<file path="config.mk">
export PLATFORM = sky130hd
export DESIGN_NAME = seg_disp_decoder_flat
export DESIGN_NICKNAME = d
export VERILOG_FILES = /design/src/rtl/seg_disp_decoder_if.sv /design/src/rtl/seg_disp_decoder.sv /design/src/flat_wrapper.sv
export SDC_FILE = /design/constraint.sdc
export NUM_CORES = 1
export LEC_CHECK = 0
export BUFFER_PORTS_ARGS = -buffer_cell sky130_fd_sc_hd__buf_2
export CORE_ASPECT_RATIO = 0.7
export CORE_MARGIN = 2
export CORE_UTILIZATION = 55
export DETAILED_ROUTE_END_ITERATION = 8
export GPL_ROUTABILITY_DRIVEN = 1
export PLACE_DENSITY = 0.73
export SLEW_MARGIN = 20
export SYNTH_ARGS = -nofsm -noshare
export SYNTH_HDL_FRONTEND = slang
export SYNTH_SLANG_ARGS = --single-unit
</file>
<file path="constraint.sdc">
create_clock -name CLK -period 3.6 [get_ports CLK]
set_clock_uncertainty 0.15 [all_clocks]
set_input_delay 0.36 -clock CLK [delete_from_list [all_inputs] [get_ports CLK]]
set_output_delay 0.36 -clock CLK [all_outputs]
set_load 0.02 [all_outputs]
</file>
<file path="src/rtl/seg_disp_decoder_if.sv">
// Display-bus snoop interface: 2-digit multiplexed 7-segment lines in,
// decoded frame results out.
interface seg_disp_decoder_if;
    logic       CA;
    logic [6:0] AN;
    logic [3:0] NUM_1S;
    logic [3:0] NUM_10S;
    logic       VALID;
    logic       SEG_ERR;
    logic       LINK_LOST;

    // Bus driver / result consumer side
    modport master (
        output CA,
        output AN,
        input  NUM_1S,
        input  NUM_10S,
        input  VALID,
        input  SEG_ERR,
        input  LINK_LOST
    );

    // Decoder side
    modport slave (
        input  CA,
        input  AN,
        output NUM_1S,
        output NUM_10S,
        output VALID,
        output SEG_ERR,
        output LINK_LOST
    );
endinterface

</file>
<file path="src/rtl/seg_disp_decoder.sv">
// Receive-side decoder for a 2-digit multiplexed 7-segment bus. Waits for the
// segment lines to settle in each digit phase, decodes the pattern back to a
// nibble and publishes a coherent {tens, ones} pair once per frame.
module seg_disp_decoder #(
    parameter int unsigned STABLE_CYC  = 8,
    parameter int unsigned TIMEOUT_CYC = 1000
) (
    input logic               CLK,
    input logic               RST,
    seg_disp_decoder_if.slave bus
);

    localparam int unsigned STAB_W = 8;
    localparam int unsigned TO_W   = 20;
    localparam logic [STAB_W-1:0] STAB_LAST = STAB_W'(STABLE_CYC - 1);
    localparam logic [STAB_W-1:0] STAB_MAX  = STAB_W'(STABLE_CYC);
    localparam logic [TO_W-1:0]   TO_LAST   = TO_W'(TIMEOUT_CYC - 1);

    typedef enum logic [1:0] {
        IDLE   = 2'd0,
        SETTLE = 2'd1,
        HOLD   = 2'd2
    } state_t;

    logic              ca_m, ca_s, ca_q;
    logic [6:0]        an_m, an_s, an_q;
    logic [STAB_W-1:0] stab_cnt;
    logic [TO_W-1:0]   to_cnt;
    state_t            state, state_d;

    logic [3:0]        ones_reg, ones_reg_d;
    logic              ones_ok, ones_ok_d;
    logic [3:0]        num_1s, num_1s_d;
    logic [3:0]        num_10s, num_10s_d;
    logic              valid, valid_d;
    logic              seg_err, seg_err_d;
    logic              link_lost, link_lost_d;

    logic              ca_edge;
    logic              an_chg;
    logic              settled;
    logic              timeout;
    logic [4:0]        dec;

    // Segment pattern -> {legal, nibble}; anything off-table (blank too) is illegal
    function automatic logic [4:0] seg_decode(input logic [6:0] seg);
        logic [4:0] r;
        r = 5'h00;
        case (seg)
            7'h3F:   r = {1'b1, 4'h0};
            7'h06:   r = {1'b1, 4'h1};
            7'h5B:   r = {1'b1, 4'h2};
            7'h4F:   r = {1'b1, 4'h3};
            7'h66:   r = {1'b1, 4'h4};
            7'h6D:   r = {1'b1, 4'h5};
            7'h7D:   r = {1'b1, 4'h6};
            7'h07:   r = {1'b1, 4'h7};
            7'h7F:   r = {1'b1, 4'h8};
            7'h6F:   r = {1'b1, 4'h9};
            7'h77:   r = {1'b1, 4'hA};
            7'h7C:   r = {1'b1, 4'hB};
            7'h58:   r = {1'b1, 4'hC};
            7'h5E:   r = {1'b1, 4'hD};
            7'h79:   r = {1'b1, 4'hE};
            7'h71:   r = {1'b1, 4'hF};
            default: r = 5'h00;
        endcase
        return r;
    endfunction

    assign ca_edge = (ca_s != ca_q);
    assign an_chg  = (an_s != an_q);
    // A CA edge in the same cycle pre-empts capture; so does a timeout
    assign timeout = !ca_edge && (to_cnt == TO_LAST);
    assign settled = !ca_edge && !an_chg && !timeout && (stab_cnt == STAB_LAST);
    assign dec     = seg_decode(an_s);

    // Two-flop synchronizers plus one delayed copy for change detection
    always_ff @(posedge CLK or negedge RST) begin
        if (!RST) begin
            ca_m <= 1'b0;
            ca_s <= 1'b0;
            ca_q <= 1'b0;
            an_m <= 7'h00;
            an_s <= 7'h00;
            an_q <= 7'h00;
        end else begin
            ca_m <= bus.CA;
            ca_s <= ca_m;
            ca_q <= ca_s;
            an_m <= bus.AN;
            an_s <= an_m;
            an_q <= an_s;
        end
    end

    // Segment stability counter and link watchdog
    always_ff @(posedge CLK or negedge RST) begin
        if (!RST) begin
            stab_cnt <= '0;
            to_cnt   <= '0;
        end else begin
            if (ca_edge || an_chg) begin
                stab_cnt <= '0;
            end else if (stab_cnt < STAB_MAX) begin
                stab_cnt <= stab_cnt + STAB_W'(1);
            end

            if (ca_edge) begin
                to_cnt <= '0;
            end else if (to_cnt != TO_LAST) begin
                to_cnt <= to_cnt + TO_W'(1);
            end
        end
    end

    // FSM state register
    always_ff @(posedge CLK or negedge RST) begin
        if (!RST) begin
            state <= IDLE;
        end else begin
            state <= state_d;
        end
    end

    // Next state, phase capture and frame assembly
    always_comb begin
        state_d     = state;
        ones_reg_d  = ones_reg;
        ones_ok_d   = ones_ok;
        num_1s_d    = num_1s;
        num_10s_d   = num_10s;
        valid_d     = 1'b0;
        seg_err_d   = 1'b0;
        link_lost_d = link_lost;

        if (ca_edge) begin
            link_lost_d = 1'b0;
        end

        if (timeout) begin
            state_d     = IDLE;
            ones_ok_d   = 1'b0;
            link_lost_d = 1'b1;
        end else begin
            case (state)
                IDLE: begin
                    if (ca_edge) begin
                        state_d = SETTLE;
                    end
                end
                SETTLE: begin
                    if (ca_edge) begin
                        // Phase ended before the segments settled: frame is broken
                        ones_ok_d = 1'b0;
                    end else if (settled) begin
                        state_d = HOLD;
                        if (!dec[4]) begin
                            seg_err_d = 1'b1;
                            ones_ok_d = 1'b0;
                        end else if (!ca_s) begin
                            ones_reg_d = dec[3:0];
                            ones_ok_d  = 1'b1;
                        end else begin
                            ones_ok_d = 1'b0;
                            if (ones_ok) begin
                                num_1s_d  = ones_reg;
                                num_10s_d = dec[3:0];
                                valid_d   = 1'b1;
                            end
                        end
                    end
                end
                HOLD: begin
                    if (ca_edge) begin
                        state_d = SETTLE;
                    end
                end
                default: begin
                    state_d = IDLE;
                end
            endcase
        end
    end

    // Frame registers and registered outputs
    always_ff @(posedge CLK or negedge RST) begin
        if (!RST) begin
            ones_reg  <= 4'h0;
            ones_ok   <= 1'b0;
            num_1s    <= 4'h0;
            num_10s   <= 4'h0;
            valid     <= 1'b0;
            seg_err   <= 1'b0;
            link_lost <= 1'b1;
        end else begin
            ones_reg  <= ones_reg_d;
            ones_ok   <= ones_ok_d;
            num_1s    <= num_1s_d;
            num_10s   <= num_10s_d;
            valid     <= valid_d;
            seg_err   <= seg_err_d;
            link_lost <= link_lost_d;
        end
    end

    assign bus.NUM_1S    = num_1s;
    assign bus.NUM_10S   = num_10s;
    assign bus.VALID     = valid;
    assign bus.SEG_ERR   = seg_err;
    assign bus.LINK_LOST = link_lost;

endmodule
</file>
<file path="src/flat_wrapper.sv">
// flat-port wrapper written by rule: the top's interface ports become plain ports
module seg_disp_decoder_flat 
#(
    parameter int unsigned STABLE_CYC  = 8,
    parameter int unsigned TIMEOUT_CYC = 1000
)
  (CLK, RST, bus_CA, bus_AN, bus_NUM_1S, bus_NUM_10S, bus_VALID, bus_SEG_ERR, bus_LINK_LOST);
  seg_disp_decoder_if bus_i ();
  input logic CLK;
  input logic RST;
  input wire logic [$bits(bus_i.CA)-1:0] bus_CA;
  input wire logic [$bits(bus_i.AN)-1:0] bus_AN;
  output wire logic [$bits(bus_i.NUM_1S)-1:0] bus_NUM_1S;
  output wire logic [$bits(bus_i.NUM_10S)-1:0] bus_NUM_10S;
  output wire logic [$bits(bus_i.VALID)-1:0] bus_VALID;
  output wire logic [$bits(bus_i.SEG_ERR)-1:0] bus_SEG_ERR;
  output wire logic [$bits(bus_i.LINK_LOST)-1:0] bus_LINK_LOST;
  assign bus_i.CA = bus_CA;
  assign bus_i.AN = bus_AN;
  assign bus_NUM_1S = bus_i.NUM_1S;
  assign bus_NUM_10S = bus_i.NUM_10S;
  assign bus_VALID = bus_i.VALID;
  assign bus_SEG_ERR = bus_i.SEG_ERR;
  assign bus_LINK_LOST = bus_i.LINK_LOST;
  seg_disp_decoder #(.STABLE_CYC(STABLE_CYC), .TIMEOUT_CYC(TIMEOUT_CYC)) u_core (.CLK(CLK), .RST(RST), .bus(bus_i));
endmodule
</file>
==> flow_summary.json <==
{
  "outcome": "completed",
  "drc_errors": 0,
  "grt_pass1_vias": 1991,
  "die_y_um": 67.7,
  "synth.avg_cell_area_um2": 11.2,
  "top_regs": "u_core.to_cnt: 20 flops, u_core.stab_cnt: 8 flops",
  "num_io_pins": 21,
  "power_density_nw_per_um2": 438,
  "wl_met1_um": 3060,
  "syn_nets": 298,
  "cts_made_buffers": 9,
  "synth_top_area_share_pct": 54.2,
  "netlist_top_cells_area": "dfrtp_1 (54%), xor2_1 (5.2%), nor2_1 (4.2%), mux2_2 (3.9%), nand2_1 (2.1%)",
  "synth_cells": 285,
  "fin_crit_ns": 2.93,
  "cp-start-kind": "register",
  "htreeDepth": 3,
  "ant_nets": 0,
  "min_period_over_period_pct": 81.5,
  "cts_tree": "yes",
  "fin_setup_tns_ns": 0,
  "routabilityCongestion": 0.840,
  "grt-ovfl-total": 0,
  "clk_path_buf_depth": 2,
  "clkSinkCount": 70,
  "synth_seq_cells": 70,
  "peakVddDrop_v": 0.000311,
  "ff2ff_setup_slack_ns": 0.67,
  "tightest_slew_ns": 0.735,
  "path_cells": "or4b_1 > a211o_1 > o221a_4 > a2111oi_4 > mux2_2",
  "p_total_uw": 1590,
  "fin_util_pct": 64.2,
  "grtUsageTotal_pct": 20.2,
  "cts.repair.resized": 0,
  "wl_per_cell_um": 14.5,
  "syn2layout_area_growth_pct": 14.2,
  "viasPerCell": 5.46,
  "grt_first_pass_wirelength_um": 9690,
  "synth_warnings": 0,
  "wl_met3_um": 267,
  "clk_pin_slew_ns": 0.07,
  "ctsHoldBuffers": 9,
  "setup_violations": 0,
  "antenna_found_initial": 0,
  "drive_gt1_share_pct": 19.6,
  "holdWs_ns": 0.196,
  "end_kind": "register",
  "top_register": "u_core.to_cnt",
  "drv_slew": 0,
  "drtIter0Drc": 130,
  "cp.required_ns": 3.68,
  "critPathMaxFanout": 17,
  "wl_um": 5750,
  "synthesis.area_um2": 3190,
  "fp-row-count": 23,
  "hold_viol": 0,
  "port-buffer-count": 20,
  "p_leak_uw": 0.00160,
  "top_layer": "met4",
  "ctsRootBufferMaster": "clkbuf_8",
  "vias": 2164,
  "max-slew-margin-rel_pct": 51.0,
  "drtPass1Iterations": 5,
  "fp.coreArea_um2": 5670,
  "cp_top_family": "compound AO/OA/AOI/OAI gates",
  "cap_violations": 0,
  "largest_reg_flops": 20,
  "yosysSeqAreaShare_pct": 55.0,
  "critPathBufInv": 0,
  "synth_area_leader_cell": "dfrtp_1",
  "async_reset_ff_share_pct": 100,
  "hp-class": "reg -> reg",
  "rsz0062_at_grt": "no",
  "dp_hpwl_um": 3940,
  "dieArea_um2": 6430,
  "grt_max_degree": 37,
  "synth-main-ff-cell": "dfrtp_1",
  "crit_path_max_incr_delay_ns": 0.62,
  "wl_met2_um": 2350,
  "num_antenna_cells": 0,
  "crit_slowest_cell": "a2111oi_4",
  "nets": 329,
  "fmax_mhz": 341,
  "synth.distinct_cells": 55,
  "initial_utilization_pct": 56.2,
  "path_class": "reg -> reg",
  "clkLatencyLatePin_ns": 0.34,
  "arrival_ns": 3.01,
  "cts_setup_buffers": 0,
  "fp.dieW_um": 95.0,
  "synth_edf_count": 0
}
==> per-stage QoR <==
step	cell area, µm²	worst slack (ns)	std cells
after floorplan	3190	0.872	285
after global placement	3330	0.763	371
after detailed placement	3330	0.684	371
after CTS	3640	0.679	396
after global routing	3640	0.484	396
final	3640	0.666	396
==> metal layers <==
| metal | vias up | global-route usage, % |
|---|---|---|
| met2 | 42 | 27.9 |
| met5 | - | 0 |
| met1 | 1035 | 30.0 |
| met3 | 7 | 6.70 |
| li1 | 1080 | - |
| met4 | 0 | 6.52 |
==> synth_stat cells, types with 2 or more instances <==
cell       n
xnor2_1    7
o221ai_1   2
buf_2      2
a31oi_1    2
and2_1     3
ha_1       3
nor2_1    36
nor2b_1    2
dfrtp_1   69
nand2b_1   2
a211oi_1   4
a41oi_1    2
a21oi_1    8
nor4_1     4
or4_1      4
nor3_1     5
o211ai_1   2
o31ai_1    3
and3_1     4
clkbuf_1   9
nand4b_1   2
o21ai_0    5
nand3_1   11
nor4_2     2
inv_1      5
or3_1      4
xor2_1    19
nand4_1    8
nand2_1   18
nor4b_1    2
clkbuf_8   2
mux2_2    11
==> worst paths after layout <==
check / to / cells past startpoint / from
worst max-delay path: u_core.bus.NUM_10S[0] / 5 / u_core.an_s[3]
worst min-delay path: u_core.an_s[1] / 0 / u_core.an_m[1]
worst max register to register: u_core.bus.NUM_10S[0] / 5 / u_core.an_s[3]
worst min register to register: u_core.an_s[1] / 0 / u_core.an_m[1]
max in group asynchronous: u_core.ones_reg[0] / 3 / RST
min in group asynchronous: u_core.an_m[0] / 2 / RST
==> layout make-up <==
type	instances	area (µm²)
Multi-Input combinational cell	196	1330
Fill cell	438	2030
Clock inverter	6	86.3
Inverter	5	18.8
Clock buffer	10	128
Tap cell	75	93.8
Sequential cell	70	1750
Timing Repair Buffer	34	228
==> cell families after synthesis <==
group / synth area share [%]
fa+ha+maj: 1.18
simple gates: 20.0
mux: 4.20
buf+inv: 3.18
compound gates: 9.31
xor+xnor: 7.15
flops: 55.0
==> cell usage in the layout, fill, tap and decap left out, types with 3 or more instances in the layout <==
| cell type | Yosys | layout |
|---|---|---|
| a211oi_1 | 4 | 4 |
| a21oi_1 | 8 | 8 |
| and2_1 | 3 | 3 |
| and3_1 | 4 | 4 |
| buf_2 | 2 | 20 |
| buf_4 | 0 | 5 |
| clkbuf_8 | 2 | 9 |
| dfrtp_1 | 69 | 69 |
| dlygate4sd3_1 | 0 | 9 |
| ha_1 | 3 | 3 |
| inv_1 | 5 | 5 |
| mux2_2 | 11 | 11 |
| nand2_1 | 18 | 18 |
| nand3_1 | 11 | 11 |
| nand4_1 | 8 | 8 |
| nor2_1 | 36 | 36 |
| nor3_1 | 5 | 5 |
| nor4_1 | 4 | 4 |
| o21ai_0 | 5 | 5 |
| o31ai_1 | 3 | 3 |
| or3_1 | 4 | 4 |
| or4_1 | 4 | 4 |
| xnor2_1 | 7 | 7 |
| xor2_1 | 19 | 19 |
==> power breakdown <==
| group | switching, µW | internal (µW) | leakage [µW] |
|---|---|---|---|
| clock network | 284 | 389 | 0.000106 |
| logic | 52.7 | 36.9 | 0.000581 |
| registers | 25.2 | 805 | 0.000911 |
Note: power is estimated with default switching activity, not from simulation.
